File: src/rtl/int_controller.sv
// rtl/int_controller.sv - interrupt front end: sync, edge detect, pending, priority, pulse delivery
module int_controller #(
  parameter int NUM_SRC      = 4,
  parameter int PULSE_CYCLES = 2,
  parameter int SYNC_STAGES  = 2
) (
  input  logic               icti_clk,
  input  logic               icti_rst,
  input  logic [NUM_SRC-1:0] icti_src,
  input  logic [NUM_SRC-1:0] icti_mask,
  input  logic               icti_int_enable,
  input  logic               icti_int_disable,
  input  logic               icti_pause_request,
  input  logic               icti_eret,
  output logic               icto_hard_int,
  output logic [3:0]         icto_int_id,
  output logic [NUM_SRC-1:0] icto_pending,
  output logic               icto_in_service,
  output logic               icto_enabled
);

  localparam int CW = (PULSE_CYCLES > 1) ? $clog2(PULSE_CYCLES) : 1;

  typedef enum logic [1:0] {IDLE, FIRE, WAIT} state_t;

  logic [NUM_SRC-1:0]     sync_q [SYNC_STAGES];
  logic [NUM_SRC-1:0]     sync_d [SYNC_STAGES];
  logic [NUM_SRC-1:0]     dly_q, dly_d;
  logic [NUM_SRC-1:0]     armed_q, armed_d;
  logic [NUM_SRC-1:0]     pend_q, pend_d;
  logic [SYNC_STAGES-1:0] fill_q, fill_d;
  logic                   en_q, en_d;

  state_t                 state_q, state_d;
  logic                   hard_q, hard_d;
  logic [3:0]             id_q, id_d;
  logic                   svc_q, svc_d;
  logic [CW-1:0]          cnt_q, cnt_d;

  logic [NUM_SRC-1:0]     last, rise, eligible, sel_oh, clr;
  logic [3:0]             sel_id;
  logic                   fire;

  // Synchronizer chain, edge detect, pending set/clear and global enable.
  // A source is only armed once its synchronized level has been seen low after
  // the chain refilled from reset, so a line held high across reset is not a request.
  always_comb begin
    sync_d[0] = icti_src;
    for (int s = 1; s < SYNC_STAGES; s++) sync_d[s] = sync_q[s-1];
    last    = sync_q[SYNC_STAGES-1];
    dly_d   = last;
    fill_d  = {fill_q[SYNC_STAGES-2:0], 1'b1};
    armed_d = armed_q | ({NUM_SRC{fill_q[SYNC_STAGES-1]}} & ~last);
    rise    = last & ~dly_q & armed_q;
    pend_d  = (pend_q & ~clr) | rise;
    en_d    = icti_int_disable ? 1'b0 : (icti_int_enable ? 1'b1 : en_q);
  end

  // Lowest-index eligible source wins.
  always_comb begin
    eligible = pend_q & ~icti_mask;
    sel_id   = 4'd0;
    sel_oh   = '0;
    for (int i = NUM_SRC - 1; i >= 0; i--) begin
      if (eligible[i]) begin
        sel_id    = 4'(i);
        sel_oh    = '0;
        sel_oh[i] = 1'b1;
      end
    end
    fire = (state_q == IDLE) && (|eligible) && en_q && !icti_pause_request;
    clr  = fire ? sel_oh : '0;
  end

  // Delivery FSM: pulse for PULSE_CYCLES, then hold off until ERET.
  always_comb begin
    state_d = state_q;
    hard_d  = hard_q;
    id_d    = id_q;
    svc_d   = svc_q;
    cnt_d   = cnt_q;
    case (state_q)
      IDLE: begin
        if (fire) begin
          state_d = FIRE;
          hard_d  = 1'b1;
          id_d    = sel_id;
          cnt_d   = CW'(PULSE_CYCLES - 1);
        end
      end
      FIRE: begin
        if (cnt_q != '0) begin
          cnt_d = cnt_q - CW'(1);
        end else begin
          hard_d  = 1'b0;
          svc_d   = 1'b1;
          state_d = WAIT;
        end
      end
      WAIT: begin
        if (icti_eret) begin
          svc_d   = 1'b0;
          state_d = IDLE;
        end
      end
      default: state_d = IDLE;
    endcase
  end

  // Front-end registers.
  always_ff @(posedge icti_clk) begin
    if (!icti_rst) begin
      for (int s = 0; s < SYNC_STAGES; s++) sync_q[s] <= '0;
      dly_q   <= '0;
      armed_q <= '0;
      pend_q  <= '0;
      fill_q  <= '0;
      en_q    <= 1'b1;
    end else begin
      for (int s = 0; s < SYNC_STAGES; s++) sync_q[s] <= sync_d[s];
      dly_q   <= dly_d;
      armed_q <= armed_d;
      pend_q  <= pend_d;
      fill_q  <= fill_d;
      en_q    <= en_d;
    end
  end

  // FSM state and its registered outputs.
  always_ff @(posedge icti_clk) begin
    if (!icti_rst) begin
      state_q <= IDLE;
      hard_q  <= 1'b0;
      id_q    <= 4'd0;
      svc_q   <= 1'b0;
      cnt_q   <= '0;
    end else begin
      state_q <= state_d;
      hard_q  <= hard_d;
      id_q    <= id_d;
      svc_q   <= svc_d;
      cnt_q   <= cnt_d;
    end
  end

  assign icto_hard_int   = hard_q;
  assign icto_int_id     = id_q;
  assign icto_pending    = pend_q;
  assign icto_in_service = svc_q;
  assign icto_enabled    = en_q;

endmodule

File: config.mk
export PLATFORM = sky130hd
export DESIGN_NAME = int_controller
export DESIGN_NICKNAME = d
export VERILOG_FILES = /design/src/rtl/int_controller.sv
export SDC_FILE = /design/constraint.sdc
export NUM_CORES = 1
export LEC_CHECK = 0
export CAP_MARGIN = 10
export CORE_ASPECT_RATIO = 1.4
export CORE_MARGIN = 2
export CORE_UTILIZATION = 45
export CTS_BUF_LIST = sky130_fd_sc_hd__clkbuf_4 sky130_fd_sc_hd__clkbuf_8
export DETAILED_ROUTE_END_ITERATION = 6
export HOLD_SLACK_MARGIN = 0.1
export PLACE_DENSITY = 0.84
export SLEW_MARGIN = 40
export SYNTH_ARGS = -nofsm -noshare
export SYNTH_HDL_FRONTEND = slang
export SYNTH_SLANG_ARGS = --single-unit
File: constraint.sdc
create_clock -name icti_clk -period 1.7 [get_ports icti_clk]
set_input_delay 0.255 -clock icti_clk [delete_from_list [all_inputs] [get_ports icti_clk]]
set_output_delay 0.255 -clock icti_clk [all_outputs]
set_load 0.005 [all_outputs]
==> qor.txt <==
Crit path DAT - 1.90 ns
Antenna cell count - 0
Rows - 20
Worst hold slack - 0.438 ns
Initial antenna violation count - 0
Vias/cell - 5.23
Largest fanout on the critical path - 4
Post-synth EDFFs - 0
Register Area - 602 um^2
Placer Congestion - 0.787
Period Utilization, post-route - 99.1%
Core area - 2200 um^2
H-tree lvl count - 2
Syn Std Cell Area - 1070 um^2
Max_cap viols - 0
Tot Pwr - 1.28 mW
HPWL Detailed - 1390 um
Skew final - 0.00779 ns
Worst Path Buf+Inv - 0
R2r startpoint - state_q[1]
Number of remaining DRC errors - 0
Minimum clock period - 1.68 ns
Max Freq - 594 MHz
Peak supply drop - 0.606 mV
Hold buffers post-CTS - 0
Antenna-violating nets left - 0
Via Count - 826
Worst-path cell chain - or4b_4 -> or3_4 -> o311ai_2 -> nand2_1
Main combinational cell family by area after synthesis - simple AND/OR/NAND/NOR gates
Run status - completed
PwrDens - 912 nW/um^2
Synth async-reset ratio - 0%
Initial drt markers - 15
Count leader, synth - dfxtp_1
Vias in the first global route - 803
Synthesized area per cell - 10.1 um^2
Synth cell types - 27
Synth Area in Compound Gates - 13.3%
Grt ovf - 0
Worst Hold End - sync_q[0][5]
Die W - 45.2 um
Worst min path class - reg -> reg
Setup crit end kind - register
Synthesis Warnings - 0
Final Max Tran Viols - 0
Most used DFF post-synth - dfxtp_1
Nets - 149
Multi-input gate area - 442 um^2
CTS Root Cell - clkbuf_4
Area grow syn2layout - 30.9%
First-pass GRT wire length - 3280 um
DR WL/cell - 11.5 um
Hold depth - 1
Critical path's top delay family - simple AND/OR/NAND/NOR gates
Post-Synth XOR/XNOR Area - 0%
CP max stage delay - 0.54 ns
CTS Sinks - 30
FF-to-FF End - icto_pending[3]
Synth Area in Adders - 0%
Final Hold Vio Count - 0
Crit path max-delay cell type - or4b_4
Mux share of post-synthesis cell area - 0.936%
Min-Delay Startpoint - sync_q[0][1]
Kind of critical path - reg -> reg
Share of the synthesized area in the top cell type - 56.1%
Total wire length - 1820 um
Clock Tree Buf Depth - 2
Ranking of synthesized cells by area - dfxtp_1 (56%), and2_1 (8.8%), nor2b_1 (5.3%)
Worst Path Required - 1.92 ns
Chip height - 61.7 um
Share of post-route cells with drive strength above 1 - 16.2%
CTS tree - built
Port Buffers - 22
Crit path launch type - register
Yosys top cell by area - dfxtp_1
Final setup fails - 0
Post-Synth Simple-Gate Area - 25.5%
Total track usage - 17.3%
R2R setup slack - 0.02 ns
DR pass1 iterations - 4
Clk slew on worst S/H paths - 0.09 ns
Placed cell area - 1330 um^2
Num CTS Buffers - 5
Post-CTS Setup Inserts - 0
Worst-Skew Late Latency - 0.32 ns
Post-synth top cells - dfxtp_1 (30), and2_1 (15), nor2b_1 (9)
FF-to-FF path depth - 4
RSZ-0062 raised after global routing - yes
Die area - 2790 um^2
Final Instance Area - 1400 um^2
Register area share after synthesis - 56.1%
Largest net degree at the start of global routing - 19
Flops & latches, synth - 30
Initial Util - 48.6%
Mapped Cells - 106
Top Ports - 25
Leak Pwr - 0.577 nW
Fill cells - 191
-- logic make-up after synthesis --
| kind of cell | Yosys count |
|---|---|
| AND/OR/NAND/NOR | 46 |
| flip-flops | 30 |
| AO/OA/AOI/OAI | 20 |
| buffers and inverters | 8 |
| multiplexers | 1 |
| other | 1 |
-- worst reg2reg max path, cell delays in order, from the launching register on --
cell and delay [ns]:
dfxtp_2 0.34, or4b_4 0.54, or3_4 0.40, o311ai_2 0.21, nand2_1 0.08
-- cell usage in the layout (no fill, tap or decap), types with 2 or more instances in the layout --
| cell | n |
|---|---|
| nor2b_1 | 9 |
| clkdlybuf4s50_1 | 22 |
| clkbuf_4 | 6 |
| o211ai_1 | 2 |
| buf_4 | 5 |
| inv_1 | 2 |
| conb_1 | 2 |
| nand3b_1 | 3 |
| and2_1 | 15 |
| o21ai_0 | 5 |
| nand2_1 | 7 |
| nor2_1 | 6 |
| and2b_1 | 2 |
| o21a_1 | 4 |
| dfxtp_1 | 29 |
| a21oi_1 | 3 |
-- report_power, final --
| group | leakage, nW | internal (mW) | switching, mW |
|---|---|---|---|
| clock network | 0.0387 | 0.216 | 0.223 |
| registers | 0.246 | 0.728 | 0.0113 |
| logic | 0.292 | 0.0633 | 0.0350 |
-- flip-flops by register name, summed over array words and instances (netlist names), 2 cells and up --
| name | count |
|---|---|
| icto_pending | 4 |
| icto_int_id | 2 |
| armed_q | 4 |
| fill_q | 2 |
| sync_q | 8 |
| dly_q | 4 |
| state_q | 2 |
-- worst max path at each step --
stage	startpoint	end	slack [ns]	cells after the start
floorplan	state_q[1]	icto_pending[3]	-0.02	5
global placement	icti_pause_request	icto_pending[3]	-0.26	5
detailed placement	icti_pause_request	icto_pending[3]	-0.28	5
CTS	state_q[1]	icto_pending[3]	0.004	4
global route	state_q[1]	icto_pending[3]	-0.06	4
finish	state_q[1]	icto_pending[3]	0.02	4
-- per-stage QoR --
| stage | setup slack (ns) | setup TNS (ns) | std cells | utilization, % |
|---|---|---|---|---|
| final | 0.0155 | 0 | 158 | 63.6 |
| after global routing | -0.0600 | -0.0600 | 158 | 63.6 |
| after CTS | 0.00442 | 0 | 158 | 63.4 |
| after detailed placement | -0.282 | -1.04 | 150 | 60.2 |
| after global placement | -0.261 | -1.03 | 150 | 60.2 |
| after floorplan | -0.0154 | -0.0154 | 107 | - |
-- cell type report --
type / count / area share (%)
Sequential cell: 30 / 43.0
Multi-Input combinational cell: 69 / 31.5
Timing Repair Buffer: 27 / 18.4
Clock buffer: 7 / 4.20
Tap cell: 22 / 1.97
Inverter: 2 / 0.536
Clock inverter: 1 / 0.357
-- what timing repair did --
| action | CTS | global route |
|---|---|---|
| cloned | 0 | 0 |
| gates resized for setup | 2 | 1 |
| setup endpoints to repair | 1 | 2 |
| hold endpoints to repair | 0 | 0 |
-- layer usage --
metal,GRT usage (%),part of all wire (%),wire [um],up-vias
met5,0,0,0,-
met3,6.94,6.5,118,10
met1,15.9,36,659,380
met4,15.1,5.0,91,0
met2,29.0,52,952,30
li1,-,-,-,406
(Power assumes the default switching activity.)
